$ cat config.mk
export PLATFORM = sky130hd
export DESIGN_NAME = button_sync_filter
export DESIGN_NICKNAME = d
export VERILOG_FILES = /design/src/rtl/button_sync_filter.sv
export SDC_FILE = /design/constraint.sdc
export NUM_CORES = 1
export LEC_CHECK = 0
export ABC_AREA = 1
export CAP_MARGIN = 40
export CORE_UTILIZATION = 65
export CTS_BUF_LIST = sky130_fd_sc_hd__clkbuf_4 sky130_fd_sc_hd__clkbuf_8
export CTS_CLUSTER_SIZE = 25
export DETAILED_ROUTE_END_ITERATION = 12
export DONT_BUFFER_PORTS = 1
export PLACE_DENSITY_LB_ADDON = 0.05
export SLEW_MARGIN = 30
export SYNTH_ARGS = -nofsm -noshare
export SYNTH_HDL_FRONTEND = slang
export SYNTH_SLANG_ARGS = --single-unit
$ cat constraint.sdc
create_clock -name clk_hifreq -period 2.8 [get_ports clk_hifreq]
set_input_delay 0.56 -clock clk_hifreq [delete_from_list [all_inputs] [get_ports clk_hifreq]]
set_output_delay 0.56 -clock clk_hifreq [all_outputs]
set_load 0.02 [all_outputs]
$ cat src/rtl/button_sync_filter.sv
// Debounces a mechanical button: 2-flop sync, polarity normalize, 4-state qualify FSM.
// button_clean/rise/fall all update on the edge that accepts a change (STABLE_CYCLES+2 edges after a raw change).
module button_sync_filter #(
   parameter int STABLE_CYCLES = 50000,
   parameter bit ACTIVE_LOW_IN = 1'b1
) (
   input  logic clk_hifreq,
   input  logic rst_n,
   input  logic button_raw,
   output logic button_clean,
   output logic rise,
   output logic fall
);

   localparam int              CW   = $clog2(STABLE_CYCLES + 1);
   localparam logic [CW-1:0]   LAST = CW'(STABLE_CYCLES - 1);
   localparam logic [CW-1:0]   ONE  = CW'(1);
   localparam logic            REL  = ACTIVE_LOW_IN;

   typedef enum logic [1:0] {
      RELEASED,
      CONFIRM_PRESS,
      PRESSED,
      CONFIRM_RELEASE
   } state_t;

   state_t        r_state;
   logic [CW-1:0] r_count;
   logic          r_sync1;
   logic          r_sync2;
   logic          r_clean;
   logic          r_rise;
   logic          r_fall;
   logic          w_s;

   // Synchronizer resets to the released pin level so reset never looks like a press.
   always_ff @(posedge clk_hifreq or negedge rst_n) begin
      if (!rst_n) begin
         r_sync1 <= REL;
         r_sync2 <= REL;
      end else begin
         r_sync1 <= button_raw;
         r_sync2 <= r_sync1;
      end
   end

   assign w_s = r_sync2 ^ REL;

   always_ff @(posedge clk_hifreq or negedge rst_n) begin
      if (!rst_n) begin
         r_state <= RELEASED;
         r_count <= '0;
         r_clean <= 1'b0;
         r_rise  <= 1'b0;
         r_fall  <= 1'b0;
      end else begin
         r_rise <= 1'b0;
         r_fall <= 1'b0;
         case (r_state)
            RELEASED: begin
               if (w_s) begin
                  if (STABLE_CYCLES == 1) begin
                     r_state <= PRESSED;
                     r_clean <= 1'b1;
                     r_rise  <= 1'b1;
                     r_count <= '0;
                  end else begin
                     r_state <= CONFIRM_PRESS;
                     r_count <= ONE;
                  end
               end
            end
            CONFIRM_PRESS: begin
               if (!w_s) begin
                  r_state <= RELEASED;
                  r_count <= '0;
               end else if (r_count == LAST) begin
                  r_state <= PRESSED;
                  r_clean <= 1'b1;
                  r_rise  <= 1'b1;
                  r_count <= '0;
               end else begin
                  r_count <= r_count + ONE;
               end
            end
            PRESSED: begin
               if (!w_s) begin
                  if (STABLE_CYCLES == 1) begin
                     r_state <= RELEASED;
                     r_clean <= 1'b0;
                     r_fall  <= 1'b1;
                     r_count <= '0;
                  end else begin
                     r_state <= CONFIRM_RELEASE;
                     r_count <= ONE;
                  end
               end
            end
            CONFIRM_RELEASE: begin
               if (w_s) begin
                  r_state <= PRESSED;
                  r_count <= '0;
               end else if (r_count == LAST) begin
                  r_state <= RELEASED;
                  r_clean <= 1'b0;
                  r_fall  <= 1'b1;
                  r_count <= '0;
               end else begin
                  r_count <= r_count + ONE;
               end
            end
            default: begin
               r_state <= RELEASED;
               r_count <= '0;
               r_clean <= 1'b0;
            end
         endcase
      end
   end

   assign button_clean = r_clean;
   assign rise         = r_rise;
   assign fall         = r_fall;

endmodule

After elaboration in Yosys (flattened, before gate mapping) --
Cells that the tools add are included.
Storage, ports and cells: flip-flop bits (word level) 23, bits in latches 0, RAM bits 0, bits in read-only memories 0, input bits 3, word-level logic and storage cells 48, memories kept 0
Cells by class: add/subtract/negate cells 1, multipliers 0, divide/modulo/power cells 0, magnitude comparators 0, eq/ne operators 12, shift operators 0, muxes and demuxes 23, bitwise logic cells 0, reductions and logical operators 5
Operators with widths (count):
- $mux 16 | 5
- $pmux 16 s4 | 1
- $add 16x1->16 const B | 1
- $eq 16x16->1 const B | 1
- $mux 2 | 6
- $ne 2x2->1 const B | 6
- $mux 1 | 9
- $pmux 2 s4 | 1
- $ne 3x3->1 const B | 2
- $reduce_and 5->1 | 1
- $eq 2x2->1 const B | 2
- $reduce_and 4->1 | 1
- $eq 2x1->1 const B | 1
- $logic_not 2->1 | 1
- $pmux 1 s2 | 1
- $reduce_and 2->1 | 1
- $reduce_bool 2->1 | 1

Depth between registers and ports, before layout --
Gate-level depths: netlist of run 1.
depth in word-level cells 4, mapped depth 9, mapped depth without buffers 9

Least setup slack after synthesis of run 1 --
OpenSTA, ideal clock, no wires.
kind register to register, from reg r_sync2, to reg r_count[0], arrival time 1.273 ns, required time 2.681 ns, path slack 1.408 ns, cell stages (with the launch flop) 6, cell sequence dfstp_2 > nor2_1 > nor3_2 > inv_2 > a21oi_1 > nor2_1
On the way: longest elaborated chain between the ends 2, elaborated cells on any way between the ends 6
Ends and longest elaborated chain:
- from (decl) | RTL line 30 | logic r_sync2;
- from (signal assigned) | RTL line 43 | r_sync2 <= r_sync1;
- $mux 16, or another cell as far along | RTL line 100 | if (w_s) begin
- $pmux 16 s4 or $reduce_and 2->1 (tied branches)
- to (signal assigned) | RTL line 83 | r_count <= r_count + ONE;
- to (signal assigned) | RTL line 109 | r_count <= r_count + ONE;
- to (decl) | RTL line 28 | logic [CW-1:0] r_count;
Parallel ways exist; a longest one is shown, timed or not. A chain may end at the register's enable or synchronous reset.

Worst setup path in the final report of run 1 --
Ends and elaborated chain as after synthesis.

==> impl_metrics.toml, run 1 <==
[worst_setup_path]
criticalPathCategory = "reg -> reg"
crit_path_end_kind = "flip-flop"
arrival_ps = 1930
cp_max_fo = 10
critical_path_required_ps = 3020
rr_worst_depth = 5
startpoint_type = "flip-flop"
worstReg2RegStart = "r_sync2"
startpoint = "r_sync2"

[clock_network]
cts_tree = "done"
postCtsResizedCells = 0
hold_buffers = 1
cts_buffers = 3
clock_latency_ps = 310
cts_setup_buffers = 0
htreeDepth = 1
clkSinkCount = 23
clk_pin_slew_ps = 120
cts-root-buf = "clkbuf_4"
clockBufferDepth = 2

[cells_and_area]
postLayoutCoreUtil_pct = 73.83
instances_no_fill = 191
regArea_um2 = 578.1
areaGrowthSynthToFinish_pct = 5.152
nets = 171
fillers = 151
final_layout_size_suffix_gt1_share_pct = 12.05
multi_input_area_um2 = 589.3
diodes = 0

[drt]
drc = 0
drtAntennaViolNets = 0
dr.pass1.iters = 4
via_count = 1069
vias_per_cell = 5.597
drt_iter0_drc = 26
wl_um = 2375
avgRoutedWirePerCell_um = 12.43

[logic_synthesis]
synthArstFlopShare_pct = 100.0
synth_top_area_share_pct = 42.42
syn_nets = 165
synth-edff-count = 0
syn_inst = 161
synth_area_leaders = "dfrtp_1 (42%), nand2_1 (14%), nor2_1 (5.8%), nand3_1 (5.7%), inv_1 (5.2%)"
synth_common_cells = "nand2_1 (45), dfrtp_1 (21), nor2_1 (19)"
synthFlopType = "dfrtp_1"
synth.distinct_cells = 23
syn_area_um2 = 1239
synth_top_area_cell = "dfrtp_1"
avgSynthCellArea_um2 = 7.694
yosys_warnings = 0
ys_seq_area_share_pct = 46.67
ys_ff_latch = 23
post-synth-top-count-cell = "nand2_1"

[sta]
fin_crit_sh_pct = 61.01
totalNegativeSetupSlack_ps = 0
relSlewSlack_pct = 53.52
finalSetupViolations = 0
final_max_slew_viol_count = 0
period_minus_slack_ps = 1708
rsz0062_at_grt = "false"
hold_viol_final = 0
fin_skew_ps = 3.049
clock.fmax_mhz = 585.4
tightest_slew_ps = 693.4

[die]
io-pin-count = 6
die-area_um2 = 2084
start_util_pct = 70.21
fp.coreArea_um2 = 1764
die_y_um = 45.66
fp-row-count = 15
die_w_um = 45.66

[job]
timing.max_cap.violations = 0

[global_routing]
gr-total-overflow = 0
antenna_found_initial = 0
grt_pass1_wl_um = 4195
grt_pass1_vias = 967
grt.total_usage_pct = 28.58
grt_max_degree = 22

[power_and_ir_drop]
p_seq_share_pct = 51.8
power_density_nw_per_um2 = 588.8
power.switching_mw = 0.2858
p_leak_nw = 0.5613
internal-power_mw = 0.4812
ir_drop_uv = 561.9
pwr-share-clk_pct = 20.1
switching_share_pct = 37.26
combPwrFrac_pct = 28.1
finalPower_mw = 0.7670

[place]
hpwl_um = 1731
dpl.cell_count = 186
portBuffers = 0
place_congestion = 0.8461

[run_status]
status = "complete, no violations"

[worst_hold_path]
min_path_type = "in -> async"
## routing by layer
layer | up-vias | part of all wire (%) | track usage (%) | wire length, um
met3 | 4 | 5.7 | 5.159 | 135
met4 | 0 | 1.4 | 13.33 | 33
met2 | 38 | 48 | 43.43 | 1142
li1 | 533 | - | - | -
met1 | 494 | 45 | 39.39 | 1064
met5 | - | 0 | 0 | 0
## registers in the layout (all words and copies together), names as in the netlist, named ones only
register,count
r_count,16
button_clean,1
fall,1
r_state,1
r_sync1,1
r_sync2,1
rise,1
## stage by stage
step	cell area, um^2	setup slack (ps)	hold slack, ps
2_1_floorplan	1239	1408	264.4
3_3_place_gp	1270	1177	264.8
3_5_place_dp	1270	1098	264.8
4_1_cts	1308	1083	55.98
5_1_grt	1303	918.0	24.89
6_report	1303	1092	64.68
## area by class of cell
class / instances / share of cell area (%)
multi-input cells: 119 / 45.24
flip-flops and latches: 23 / 44.38
inverters: 19 / 5.476
well taps: 25 / 2.402
clock buffers: 3 / 1.729
clock inverters: 1 / 0.3842
repair buffers: 1 / 0.3842
## cells by family (layout without fill, tap and decap cells)
family,Yosys count,count (layout),share of synthesized area (%)
adder cells (fa/ha/maj),1,1,1.010
AO/OA/AOI/OAI,23,23,10.91
flip-flops,23,23,46.67
AND/OR/NAND/NOR,92,92,33.54
buffers and inverters,19,24,5.758
XOR/XNOR,3,3,2.122
## critical path, stage by stage, from the launching register on
cell	delay, ps
dfstp_2	560
nor2_1	60
nor3_2	580
inv_2	190
a21oi_1	170
nor2_1	60
## path summary, 6_finish.rpt
check | slack (ps) | to
setup reg to reg | 1090 | r_count[0]
setup / recovery | 1090 | r_count[0]
min in group clk_hifreq | 220 | r_sync1
max in group asynchronous | 2310 | r_count[11]
hold reg to reg | 370 | r_sync2
hold / removal | 60 | r_sync1
## power groups by stage
stage / Combinational [mW] / Sequential (mW) / Clock [mW]
6_report: 0.215 / 0.398 / 0.154
5_1_grt: 0.243 / 0.402 / 0.177
4_1_cts: 0.219 / 0.397 / 0.158
3_5_place_dp: 0.213 / 0.402 / 0
3_3_place_gp: 0.203 / 0.401 / 0
2_1_floorplan: 0.165 / 0.396 / 0
## cell usage in the layout, fill, tap and decap left out, types with 2 or more instances in the layout
cell type / Yosys / routed
o21ai_0: 10 / 10
xor2_1: 2 / 2
nor2_2: 3 / 3
inv_2: 2 / 2
nand2_2: 2 / 2
nor3_1: 3 / 3
nor2_1: 19 / 19
o21bai_1: 2 / 2
nand2_1: 45 / 45
nand2_4: 2 / 2
inv_1: 17 / 17
clkbuf_4: 0 / 3
nor3_2: 2 / 2
o22ai_1: 3 / 3
dfrtp_1: 21 / 21
nand3_1: 14 / 14
dfstp_2: 2 / 2
a21oi_1: 6 / 6
(Power assumes the default switching activity.)
==> run 2: changes to the inputs <==
Settings changed: CORE_UTILIZATION 65 to 58.
Clock period 2.8 ns to 1.5 ns, I/O delays scaled along.
==> run 2 against run 1 <==
Clock skew shrank 1.6 ps. Routed wire length up 13%. Flip-flop and latch count unchanged. Sequential power up 88%. Via count increased by 1.5%. Sequential share of layout area fell by 4.6 points. Total power is 120% higher. Cell area increased by 12%. Global-route usage is 4.1 points lower. First-iteration DRC count rose by 15%.
==> impl_metrics.toml, run 2 (synthesis results as in run 1) <==
[worst_setup_path]
crit_path_end_kind = "flip-flop"
startpoint_type = "flip-flop"
rr_worst_depth = 8
criticalPathCategory = "reg -> reg"
critical_path_required_ps = 1730
arrival_ps = 1670
cp_max_fo = 3

[cells_and_area]
fillers = 149
diodes = 0
instances_no_fill = 205
areaGrowthSynthToFinish_pct = 17.27
largest_reg_flops = 16
final_cell_mix = "nand2_1 (43), dfrtp_1 (21), nor2_1 (18)"
final_common_cell = "nand2_1"
final_layout_size_suffix_gt1_share_pct = 20.79
fin_area_um2 = 1453
nets = 183
top_register = "r_count"

[global_routing]
grt_pass1_wl_um = 3884
gr-total-overflow = 0
grt_pass1_vias = 951
antenna_found_initial = 0
grt.total_usage_pct = 24.52
grt_max_degree = 24

[sta]
hold_viol_final = 0
fin_crit_sh_pct = 96.11
tightest_slew_ps = 495.4
relSlewSlack_pct = 66.97
fin_ws_ps = 58.28
fin_skew_ps = 1.476
clock.fmax_mhz = 693.6
finalSetupViolations = 0
period_minus_slack_ps = 1442
final_max_slew_viol_count = 0

[drt]
via_count = 1085
avgRoutedWirePerCell_um = 13.12
drc = 0
wl_um = 2689
drtAntennaViolNets = 0
dr.pass1.iters = 4
vias_per_cell = 5.293
drt_iter0_drc = 30

[clock_network]
htreeDepth = 1
clk_pin_slew_ps = 130
cts_buffers = 3
clockBufferDepth = 2
cts_tree = "done"
clkSinkCount = 23
cts-root-buf = "clkbuf_4"
clock_latency_ps = 320

[place]
place_ws_ps = 24.33
place_congestion = 0.8827
portBuffers = 0
dpl_cell_area_um2 = 1318
dpl.cell_count = 194
hpwl_um = 1839

[worst_hold_path]
holdPathStages = 0
min_path_type = "reg -> reg"

[die]
start_util_pct = 62.50
die_w_um = 48.22
fp-row-count = 16
fp.coreArea_um2 = 1982
io-pin-count = 6
die-area_um2 = 2325
die_y_um = 48.22

[run_status]
status = "complete, no violations"

[job]
timing.max_cap.violations = 0

[power_and_ir_drop]
ir_drop_uv = 976.6
power_density_nw_per_um2 = 1136
finalPower_mw = 1.650
p_leak_nw = 0.6185
==> run 2: cell count changes in the layout (fill, tap and decap cells not counted), sizes merged <==
| cell | before | now |
|---|---|---|
| clkinvlp | 0 | 1 |
| clkinv | 1 | 0 |
| buf | 1 | 11 |
| dlygate4sd3 | 0 | 2 |
==> run 2: worst paths after layout <==
path | slack, ps | end | from
worst max-delay path | 60 | r_count[10] | r_count[0]
max in group asynchronous | 690 | r_sync1 | rst_n
worst min register to register | 370 | r_sync2 | r_sync1
worst max register to register | 60 | r_count[10] | r_count[0]
min in group asynchronous | 460 | rise | rst_n
worst min-delay path | 370 | r_sync2 | r_sync1
==> run 2: per-layer routing <==
| metal | up-vias | routed length, um | GRT usage [%] |
|---|---|---|---|
| met5 | - | 0 | 0 |
| met4 | 0 | 35 | 9.444 |
| met3 | 5 | 60 | 4.815 |
| met2 | 19 | 1395 | 41.60 |
| met1 | 511 | 1198 | 30.61 |
| li1 | 550 | - | - |
==> run 2: layout make-up <==
cell class                      count  area (um^2)  area share (%)
Clock buffer                        3        22.52           1.550
Inverter                           19        71.32           4.910
Timing Repair Buffer               13        107.6           7.407
Clock inverter                      1        7.507          0.5168
Tap cell                           27        33.78           2.326
Multi-Input combinational cell    119        631.9           43.50
Sequential cell                    23        578.1           39.79
==> run 2: what timing repair did <==
| item | CTS | global route |
|---|---|---|
| hold endpoints to repair | 24 | 21 |
| setup endpoints to repair | 2 | 18 |
| resized for setup | 0 | 13 |
| hold buffers | 2 | 1 |
| buffers inserted | 3 | 1 |
| pin swaps | 0 | 1 |
==> run 2: worst max-delay path: stages (launching register included) <==
cell	delay, ps
dfrtp_1	430
ha_4	170
nand2_1	90
nor3_2	200
nand2_1	120
nor2_2	140
nor2_1	80
nand2_1	70
nand2_1	50
==> run 2: through the flow <==
| step | setup TNS [ps] | util, % | hold WS [ps] |
|---|---|---|---|
| 6_report | 0 | 73.30 | 370.5 |
| 5_1_grt | -46.53 | 73.30 | 374.5 |
| 4_1_cts | 0 | 70.14 | 372.9 |
| 3_5_place_dp | 0 | 66.48 | 4.830 |
| 3_3_place_gp | 0 | 66.48 | 4.801 |
| 2_1_floorplan | 0 | - | 4.409 |
==> run 2: power by group <==
part           total, mW  switching, mW  internal (mW)
logic              0.601          0.341          0.260
registers          0.748         0.0712          0.676
clock network      0.301          0.199          0.102
total               1.65          0.611           1.04
